**src/rtl/scr1_sha256_pkg.sv**
```systemverilog
// Shared types, constants and round functions for the SHA-256 compression engine.
// Optional build macro: SCR1_SHA256_BYTE_SWAP_EN (byte-reverses message words at latch).
package scr1_sha256_pkg;

  localparam int unsigned SCR1_SHA256_WORD_W      = 32;
  localparam int unsigned SCR1_SHA256_BLOCK_WORDS = 16;
  localparam int unsigned SCR1_SHA256_STATE_WORDS = 8;
  localparam int unsigned SCR1_SHA256_ROUNDS      = 64;
  localparam int unsigned SCR1_SHA256_BLOCK_W     = SCR1_SHA256_WORD_W * SCR1_SHA256_BLOCK_WORDS;
  localparam int unsigned SCR1_SHA256_STATE_W     = SCR1_SHA256_WORD_W * SCR1_SHA256_STATE_WORDS;
  localparam int unsigned SCR1_SHA256_T_W         = 6;

  typedef enum logic [1:0] {
    SCR1_SHA256_FSM_IDLE  = 2'd0,
    SCR1_SHA256_FSM_ROUND = 2'd1,
    SCR1_SHA256_FSM_FINAL = 2'd2
  } type_scr1_sha256_fsm_e;

  typedef logic [SCR1_SHA256_WORD_W-1:0]                              type_scr1_sha256_word_t;
  typedef logic [SCR1_SHA256_BLOCK_WORDS-1:0][SCR1_SHA256_WORD_W-1:0] type_scr1_sha256_block_t;
  typedef logic [SCR1_SHA256_STATE_WORDS-1:0][SCR1_SHA256_WORD_W-1:0] type_scr1_sha256_state_t;

  localparam type_scr1_sha256_word_t SCR1_SHA256_H0 = 32'h6a09e667;
  localparam type_scr1_sha256_word_t SCR1_SHA256_H1 = 32'hbb67ae85;
  localparam type_scr1_sha256_word_t SCR1_SHA256_H2 = 32'h3c6ef372;
  localparam type_scr1_sha256_word_t SCR1_SHA256_H3 = 32'ha54ff53a;
  localparam type_scr1_sha256_word_t SCR1_SHA256_H4 = 32'h510e527f;
  localparam type_scr1_sha256_word_t SCR1_SHA256_H5 = 32'h9b05688c;
  localparam type_scr1_sha256_word_t SCR1_SHA256_H6 = 32'h1f83d9ab;
  localparam type_scr1_sha256_word_t SCR1_SHA256_H7 = 32'h5be0cd19;

  function automatic type_scr1_sha256_word_t sha256_rotr(type_scr1_sha256_word_t x, int unsigned n);
    return (x >> n) | (x << (SCR1_SHA256_WORD_W - n));
  endfunction

  function automatic type_scr1_sha256_word_t sha256_big_sigma0(type_scr1_sha256_word_t x);
    return sha256_rotr(x, 2) ^ sha256_rotr(x, 13) ^ sha256_rotr(x, 22);
  endfunction

  function automatic type_scr1_sha256_word_t sha256_big_sigma1(type_scr1_sha256_word_t x);
    return sha256_rotr(x, 6) ^ sha256_rotr(x, 11) ^ sha256_rotr(x, 25);
  endfunction

  function automatic type_scr1_sha256_word_t sha256_small_sigma0(type_scr1_sha256_word_t x);
    return sha256_rotr(x, 7) ^ sha256_rotr(x, 18) ^ (x >> 3);
  endfunction

  function automatic type_scr1_sha256_word_t sha256_small_sigma1(type_scr1_sha256_word_t x);
    return sha256_rotr(x, 17) ^ sha256_rotr(x, 19) ^ (x >> 10);
  endfunction

  function automatic type_scr1_sha256_word_t sha256_ch(type_scr1_sha256_word_t e,
                                                        type_scr1_sha256_word_t f,
                                                        type_scr1_sha256_word_t g);
    return (e & f) ^ (~e & g);
  endfunction

  function automatic type_scr1_sha256_word_t sha256_maj(type_scr1_sha256_word_t a,
                                                         type_scr1_sha256_word_t b,
                                                         type_scr1_sha256_word_t c);
    return (a & b) ^ (a & c) ^ (b & c);
  endfunction

  function automatic type_scr1_sha256_word_t sha256_bswap32(type_scr1_sha256_word_t x);
    return {x[7:0], x[15:8], x[23:16], x[31:24]};
  endfunction

endpackage

```
**src/rtl/scr1_sha256_if.sv**
```systemverilog
// Request/result bundle between the accelerator register file (master) and the SHA-256 core (slave).
interface scr1_sha256_if;
  import scr1_sha256_pkg::*;

  logic                           start;
  logic                           abort;
  logic [SCR1_SHA256_BLOCK_W-1:0] block_in;
  logic [SCR1_SHA256_STATE_W-1:0] state_in;
  logic                           busy;
  logic                           done;
  logic [SCR1_SHA256_STATE_W-1:0] state_out;

  modport master (output start, abort, block_in, state_in,
                  input  busy, done, state_out);
  modport slave  (input  start, abort, block_in, state_in,
                  output busy, done, state_out);
endinterface

```
**src/rtl/scr1_sha256_k_rom.sv**
```systemverilog
// SHA-256 round constant table K[t], purely combinational.
module scr1_sha256_k_rom
  import scr1_sha256_pkg::*;
(
  input  logic [SCR1_SHA256_T_W-1:0] t,
  output type_scr1_sha256_word_t     k_c
);

  always_comb begin
    k_c = '0;
    case (t)
      6'd0:  k_c = 32'h428a2f98;  6'd1:  k_c = 32'h71374491;
      6'd2:  k_c = 32'hb5c0fbcf;  6'd3:  k_c = 32'he9b5dba5;
      6'd4:  k_c = 32'h3956c25b;  6'd5:  k_c = 32'h59f111f1;
      6'd6:  k_c = 32'h923f82a4;  6'd7:  k_c = 32'hab1c5ed5;
      6'd8:  k_c = 32'hd807aa98;  6'd9:  k_c = 32'h12835b01;
      6'd10: k_c = 32'h243185be;  6'd11: k_c = 32'h550c7dc3;
      6'd12: k_c = 32'h72be5d74;  6'd13: k_c = 32'h80deb1fe;
      6'd14: k_c = 32'h9bdc06a7;  6'd15: k_c = 32'hc19bf174;
      6'd16: k_c = 32'he49b69c1;  6'd17: k_c = 32'hefbe4786;
      6'd18: k_c = 32'h0fc19dc6;  6'd19: k_c = 32'h240ca1cc;
      6'd20: k_c = 32'h2de92c6f;  6'd21: k_c = 32'h4a7484aa;
      6'd22: k_c = 32'h5cb0a9dc;  6'd23: k_c = 32'h76f988da;
      6'd24: k_c = 32'h983e5152;  6'd25: k_c = 32'ha831c66d;
      6'd26: k_c = 32'hb00327c8;  6'd27: k_c = 32'hbf597fc7;
      6'd28: k_c = 32'hc6e00bf3;  6'd29: k_c = 32'hd5a79147;
      6'd30: k_c = 32'h06ca6351;  6'd31: k_c = 32'h14292967;
      6'd32: k_c = 32'h27b70a85;  6'd33: k_c = 32'h2e1b2138;
      6'd34: k_c = 32'h4d2c6dfc;  6'd35: k_c = 32'h53380d13;
      6'd36: k_c = 32'h650a7354;  6'd37: k_c = 32'h766a0abb;
      6'd38: k_c = 32'h81c2c92e;  6'd39: k_c = 32'h92722c85;
      6'd40: k_c = 32'ha2bfe8a1;  6'd41: k_c = 32'ha81a664b;
      6'd42: k_c = 32'hc24b8b70;  6'd43: k_c = 32'hc76c51a3;
      6'd44: k_c = 32'hd192e819;  6'd45: k_c = 32'hd6990624;
      6'd46: k_c = 32'hf40e3585;  6'd47: k_c = 32'h106aa070;
      6'd48: k_c = 32'h19a4c116;  6'd49: k_c = 32'h1e376c08;
      6'd50: k_c = 32'h2748774c;  6'd51: k_c = 32'h34b0bcb5;
      6'd52: k_c = 32'h391c0cb3;  6'd53: k_c = 32'h4ed8aa4a;
      6'd54: k_c = 32'h5b9cca4f;  6'd55: k_c = 32'h682e6ff3;
      6'd56: k_c = 32'h748f82ee;  6'd57: k_c = 32'h78a5636f;
      6'd58: k_c = 32'h84c87814;  6'd59: k_c = 32'h8cc70208;
      6'd60: k_c = 32'h90befffa;  6'd61: k_c = 32'ha4506ceb;
      6'd62: k_c = 32'hbef9a3f7;  6'd63: k_c = 32'hc67178f2;
      default: k_c = '0;
    endcase
  end

endmodule

```
**src/rtl/scr1_sha256_core.sv**
```systemverilog
// Iterative SHA-256 compression engine: one round per clock, result = compression + feed-forward.
// Build macro SCR1_SHA256_BYTE_SWAP_EN byte-reverses each block_in word when it is latched.
module scr1_sha256_core
  import scr1_sha256_pkg::*;
(
  input  logic         clk,
  input  logic         rst_n,
  scr1_sha256_if.slave sha_if
);

  localparam logic [1:0] FSM_IDLE  = SCR1_SHA256_FSM_IDLE;
  localparam logic [1:0] FSM_ROUND = SCR1_SHA256_FSM_ROUND;
  localparam logic [1:0] FSM_FINAL = SCR1_SHA256_FSM_FINAL;
  localparam logic [SCR1_SHA256_T_W-1:0] T_LAST = SCR1_SHA256_T_W'(SCR1_SHA256_ROUNDS - 1);

  logic [1:0]                  fsm_q, fsm_d;
  logic [SCR1_SHA256_T_W-1:0]  t_q, t_d;
  type_scr1_sha256_block_t     w_q, w_d;     // element 15 holds W[0]
  type_scr1_sha256_state_t     wv_q, wv_d;   // element 7 = a ... element 0 = h
  type_scr1_sha256_state_t     hq_q, hq_d;
  type_scr1_sha256_state_t     state_out_q, state_out_d;
  logic                        busy_q, busy_d;
  logic                        done_q, done_d;

  type_scr1_sha256_word_t k_c;
  type_scr1_sha256_word_t t1_c, t2_c, w_next_c;
  type_scr1_sha256_block_t blk_c;

  scr1_sha256_k_rom u_k_rom (
    .t   (t_q),
    .k_c (k_c)
  );

  // Round datapath: a=wv[7] .. h=wv[0]; W[j] sits at w_q[15-j]
  always_comb begin
    t1_c = wv_q[0] + sha256_big_sigma1(wv_q[3]) + sha256_ch(wv_q[3], wv_q[2], wv_q[1])
         + k_c + w_q[15];
    t2_c = sha256_big_sigma0(wv_q[7]) + sha256_maj(wv_q[7], wv_q[6], wv_q[5]);
    w_next_c = sha256_small_sigma1(w_q[1]) + w_q[6] + sha256_small_sigma0(w_q[14]) + w_q[15];
  end

  always_comb begin
    blk_c = sha_if.block_in;
`ifdef SCR1_SHA256_BYTE_SWAP_EN
    for (int i = 0; i < int'(SCR1_SHA256_BLOCK_WORDS); i++) begin
      blk_c[i] = sha256_bswap32(blk_c[i]);
    end
`endif
  end

  // Next-state and output logic
  always_comb begin
    fsm_d       = fsm_q;
    t_d         = t_q;
    w_d         = w_q;
    wv_d        = wv_q;
    hq_d        = hq_q;
    state_out_d = state_out_q;
    busy_d      = busy_q;
    done_d      = 1'b0;
    case (fsm_q)
      FSM_IDLE: begin
        busy_d = 1'b0;
        if (sha_if.start && !sha_if.abort) begin
          w_d    = blk_c;
          hq_d   = sha_if.state_in;
          wv_d   = sha_if.state_in;
          t_d    = '0;
          busy_d = 1'b1;
          fsm_d  = FSM_ROUND;
        end
      end
      FSM_ROUND: begin
        if (sha_if.abort) begin
          busy_d = 1'b0;
          fsm_d  = FSM_IDLE;
        end else begin
          wv_d = {t1_c + t2_c, wv_q[7], wv_q[6], wv_q[5], wv_q[4] + t1_c,
                  wv_q[3], wv_q[2], wv_q[1]};
          w_d  = {w_q[14:0], w_next_c};
          if (t_q == T_LAST) begin
            fsm_d = FSM_FINAL;
          end else begin
            t_d = t_q + SCR1_SHA256_T_W'(1);
          end
        end
      end
      FSM_FINAL: begin
        busy_d = 1'b0;
        fsm_d  = FSM_IDLE;
        if (!sha_if.abort) begin
          for (int i = 0; i < int'(SCR1_SHA256_STATE_WORDS); i++) begin
            state_out_d[i] = hq_q[i] + wv_q[i];
          end
          done_d = 1'b1;
        end
      end
      default: begin
        busy_d = 1'b0;
        fsm_d  = FSM_IDLE;
      end
    endcase
  end

  always_ff @(posedge clk or negedge rst_n) begin
    if (!rst_n) begin
      fsm_q       <= FSM_IDLE;
      t_q         <= '0;
      w_q         <= '0;
      wv_q        <= '0;
      hq_q        <= '0;
      state_out_q <= '0;
      busy_q      <= 1'b0;
      done_q      <= 1'b0;
    end else begin
      fsm_q       <= fsm_d;
      t_q         <= t_d;
      w_q         <= w_d;
      wv_q        <= wv_d;
      hq_q        <= hq_d;
      state_out_q <= state_out_d;
      busy_q      <= busy_d;
      done_q      <= done_d;
    end
  end

  assign sha_if.busy      = busy_q;
  assign sha_if.done      = done_q;
  assign sha_if.state_out = state_out_q;

endmodule

```
**src/flat_wrapper.sv**
```systemverilog
// flat-port wrapper written by rule: the top's interface ports become plain ports
module scr1_sha256_core_flat import scr1_sha256_pkg::*;
  (clk, rst_n, sha_if_start, sha_if_abort, sha_if_block_in, sha_if_state_in, sha_if_busy, sha_if_done, sha_if_state_out);
  scr1_sha256_if sha_if_i ();
  input  logic clk;
  input  logic rst_n;
  input wire logic [$bits(sha_if_i.start)-1:0] sha_if_start;
  input wire logic [$bits(sha_if_i.abort)-1:0] sha_if_abort;
  input wire logic [$bits(sha_if_i.block_in)-1:0] sha_if_block_in;
  input wire logic [$bits(sha_if_i.state_in)-1:0] sha_if_state_in;
  output wire logic [$bits(sha_if_i.busy)-1:0] sha_if_busy;
  output wire logic [$bits(sha_if_i.done)-1:0] sha_if_done;
  output wire logic [$bits(sha_if_i.state_out)-1:0] sha_if_state_out;
  assign sha_if_i.start = sha_if_start;
  assign sha_if_i.abort = sha_if_abort;
  assign sha_if_i.block_in = sha_if_block_in;
  assign sha_if_i.state_in = sha_if_state_in;
  assign sha_if_busy = sha_if_i.busy;
  assign sha_if_done = sha_if_i.done;
  assign sha_if_state_out = sha_if_i.state_out;
  scr1_sha256_core u_core (.clk(clk), .rst_n(rst_n), .sha_if(sha_if_i));
endmodule
```
**config.mk**
```make
export PLATFORM = sky130hd
export DESIGN_NAME = scr1_sha256_core_flat
export DESIGN_NICKNAME = d
export VERILOG_FILES = /design/src/rtl/scr1_sha256_pkg.sv /design/src/rtl/scr1_sha256_if.sv /design/src/rtl/scr1_sha256_k_rom.sv /design/src/rtl/scr1_sha256_core.sv /design/src/flat_wrapper.sv
export SDC_FILE = /design/constraint.sdc
export NUM_CORES = 2
export LEC_CHECK = 0
export BUFFER_PORTS_ARGS = -buffer_cell sky130_fd_sc_hd__buf_2
export CORE_UTILIZATION = 45
export CTS_CLUSTER_SIZE = 12
export DETAILED_ROUTE_END_ITERATION = 10
export HOLD_SLACK_MARGIN = 0.02
export RECOVER_POWER = 50
export SLEW_MARGIN = 20
export SYNTH_ARGS = -nofsm -noshare
export SYNTH_HDL_FRONTEND = slang
export SYNTH_SLANG_ARGS = --single-unit
export TNS_END_PERCENT = 10
```
**constraint.sdc**
```tcl
create_clock -name clk -period 11.4 [get_ports clk]
set_input_delay 1.14 -clock clk [delete_from_list [all_inputs] [get_ports clk]]
set_output_delay 1.14 -clock clk [all_outputs]
set_load 0.02 [all_outputs]
```
==> results.py <==
metrics = {
    "logic_synthesis": {
        "synth-edff-count": 0,
        "ys_ff_latch": 1290,
        "ys_warn_count": 0,
        "yosysTopAreaCell": "dfrtp_1",
        "yosysTopAreaCellShare_pct": 40.1,
        "synth_nets": 11081,
        "synth-seq-area-share_pct": 40.1,
        "synthTopCellsByArea": "dfrtp_1 (40%), nand2_1 (12%), ha_1 (6.1%)",
        "syn_inst": 9721,
        "synth_area_um2": 80500,
        "synth-main-ff-cell": "dfrtp_1",
        "async_reset_ff_share_pct": 100,
        "syn_avg_cell_area_um2": 8.28,
        "yosysUniqueCellTypes": 97,
    },
    "worst_setup_path": {
        "rrSetupSlack_ns": 1.18,
        "crit_fanout": 15,
        "critical_path_class": "reg2reg",
        "regToRegStartpoint": "u_core.t_q[1]",
        "endpoint_kind": "flip-flop",
        "critPathTopFamily": "compound AO/OA/AOI/OAI gates",
        "cp_common_cell": "a21oi_1",
        "crit_buf_inv": 3,
        "max_stage_delay_ns": 0.73,
        "worstPathArrival_ns": 10.93,
        "r2r-end": "u_core.wv_q[255]",
        "r2r_cells": 34,
        "required_ns": 12.10,
        "critPathSlowestCell": "dfrtp_1",
        "worstSetupStartpointType": "flip-flop",
    },
    "clocking": {
        "ctsHoldBuffers": 0,
        "cts.sinks": 1290,
        "clk_pin_slew_ns": 0.06,
        "cts_tree": "yes",
        "ctsResizeCount": 0,
        "htreeDepth": 4,
        "numCtsBuffers": 150,
        "postCtsSetupRepairBufs": 0,
        "cts_max_path_buffers": 3,
        "clkLatencyLatePin_ns": 0.84,
        "cts_root_buf": "clkbuf_16",
    },
    "outcome": {
        "violations": "capacitance limit, slew limit",
        "outcome": "complete, but fails checks",
    },
    "final_layout": {
        "syn2layout_area_growth_pct": 14.4,
        "multi_input_area_um2": 44700,
        "drive_gt1_share_pct": 11.4,
        "final_net_count": 11718,
        "layout_common_cells": "nand2_1 (2661), dfrtp_1 (1286), nor2_1 (961)",
        "final_cells": 12864,
        "fillers": 17371,
        "final_common_cell": "nand2_1",
        "seqCellArea_um2": 32300,
    },
    "detailed_routing": {
        "vias_per_cell": 5.79,
        "ant_nets": 0,
        "dr.pass1.iters": 6,
        "wl_um": 344000,
        "drcViolationCount": 0,
        "avgRoutedWirePerCell_um": 26.8,
        "drt_iter0_markers": 6979,
        "vias": 74449,
    },
    "placed_design": {
        "gp_congestion": 1.00,
        "hpwl_um": 267000,
        "io_buffer_count": 1029,
        "dp.cells": 12546,
    },
    "sta": {
        "slew_violations": 1403,
        "hold_viol": 0,
        "setup_viol": 0,
        "min_period_over_period_pct": 89.7,
        "final.min_clock_period_ns": 10.22,
        "max-slew-margin-rel_pct": -466,
        "fin_tns_setup_ns": 0,
        "skew_ns": 0.0259,
        "fmax_ghz": 0.0978,
        "worstMarginPinSlew_ns": 8.49,
        "rsz0062_at_grt": "false",
    },
    "floorplan": {
        "rows": 154,
        "initial_core_util_pct": 45.5,
        "coreArea_um2": 177000,
        "dieArea_um2": 181000,
        "fp.dieW_um": 425,
        "die_height_um": 425,
        "io_pins": 1030,
    },
    "hold_path": {
        "holdPathStages": 2,
        "hp-class": "reg2reg",
        "min_from": "u_core.sha_if.state_out[53]",
        "hold-path-endpoint": "u_core.sha_if.state_out[53]",
    },
    "global_routing": {
        "grt_pass1_vias": 70954,
        "antenna_found_initial": 80,
        "grt-ovfl-total": 0,
        "grt_pass1_wl_um": 491000,
        "grt_max_degree": 222,
        "met3_usage_pct": 6.67,
        "gr-usage-met2_pct": 59.2,
        "busiest_layer": "met2",
        "grt_util_all_layers_pct": 37.3,
        "gr-usage-met1_pct": 47.5,
    },
    "job": {
        "maxCapViolations": 12,
    },
}
## Yosys cell counts, types with 37 or more instances
cell type	number
fa_1	195
dfrtp_1	1290
clkbuf_1	600
ha_1	393
buf_1	37
xor2_1	206
o21a_1	49
nor2_1	962
nor2b_1	60
xnor2_1	366
inv_1	291
nand3_1	67
o31ai_1	47
a31oi_1	732
nor3_1	71
nand2b_1	68
a21o_1	172
a21oi_1	419
nand2_1	2661
a211oi_1	45
o21ai_0	470
## through the flow
stage          instance area [um^2]  hold slack (ns)  utilization [%]  setup slack [ns]
2_1_floorplan                 80500            0.449                -              3.24
3_3_place_gp                  87200            0.447             49.3              1.58
6_report                      92000            0.471             52.0              1.18
4_1_cts                       92400            0.308             52.2              1.48
3_5_place_dp                  87200            0.454             49.3              1.50
5_1_grt                       92000            0.492             52.0             0.400
## sequential cells by signal, summed over array words and instances (netlist names)
| name | flops |
|---|---|
| u_core.fsm_q | 2 |
| u_core.sha_if.busy | 1 |
| u_core.hq_q | 256 |
| u_core.t_q | 6 |
| u_core.wv_q | 256 |
| u_core.sha_if.done | 1 |
| u_core.w_q | 512 |
| u_core.sha_if.state_out | 256 |
## cells by family (layout without fill, tap and decap cells)
family	count (synthesis)	after routing	synth area share (%)
simple gates	4038	4038	20.0
fa+ha+maj	612	612	11.3
compound gates	2228	2228	17.3
mux	48	48	0.732
buf+inv	933	1690	4.35
xor+xnor	572	572	6.22
flops	1290	1290	40.1
other cells	0	46	0
## layout make-up
type                            count  share of cell area (%)
Timing Repair Buffer             1124                    6.19
Clock buffer                      216                    4.79
Sequential cell                  1290                    35.1
Tap cell                         2340                    3.18
Antenna cell                       46                   0.125
Multi-Input combinational cell   7498                    48.6
Inverter                          294                    1.20
Clock inverter                     56                   0.839
## how the worst max path moves through the flow
stage                     cells after the start  slack (ns)          start                to
after floorplan                              36        3.24  u_core.t_q[0]  u_core.wv_q[255]
after global placement                       34        1.58  u_core.t_q[1]  u_core.wv_q[255]
after detailed placement                     38        1.50  u_core.t_q[1]  u_core.wv_q[255]
after CTS                                    34        1.48  u_core.t_q[1]  u_core.wv_q[255]
after global routing                          3        0.40          rst_n   u_core.w_q[263]
final                                        34        1.18  u_core.t_q[1]  u_core.wv_q[255]
## tightest hold or removal path, delay by kind of cell (launching register included)
family / cells / cell delay [ns]
flip-flops: 1 / 0.33
AND/OR/NAND/NOR: 2 / 0.11
## routing by layer
metal,vias to the layer above,wire [um],share of wire [%]
li1,34132,-,-
met1,36693,139000,40
met2,2851,160000,46
met3,715,22600,6.6
met4,58,22000,6.4
met5,-,344,0.10
Power is not shown: default switching activity piles up to over one toggle a cycle in this logic, so the estimate is an artifact.
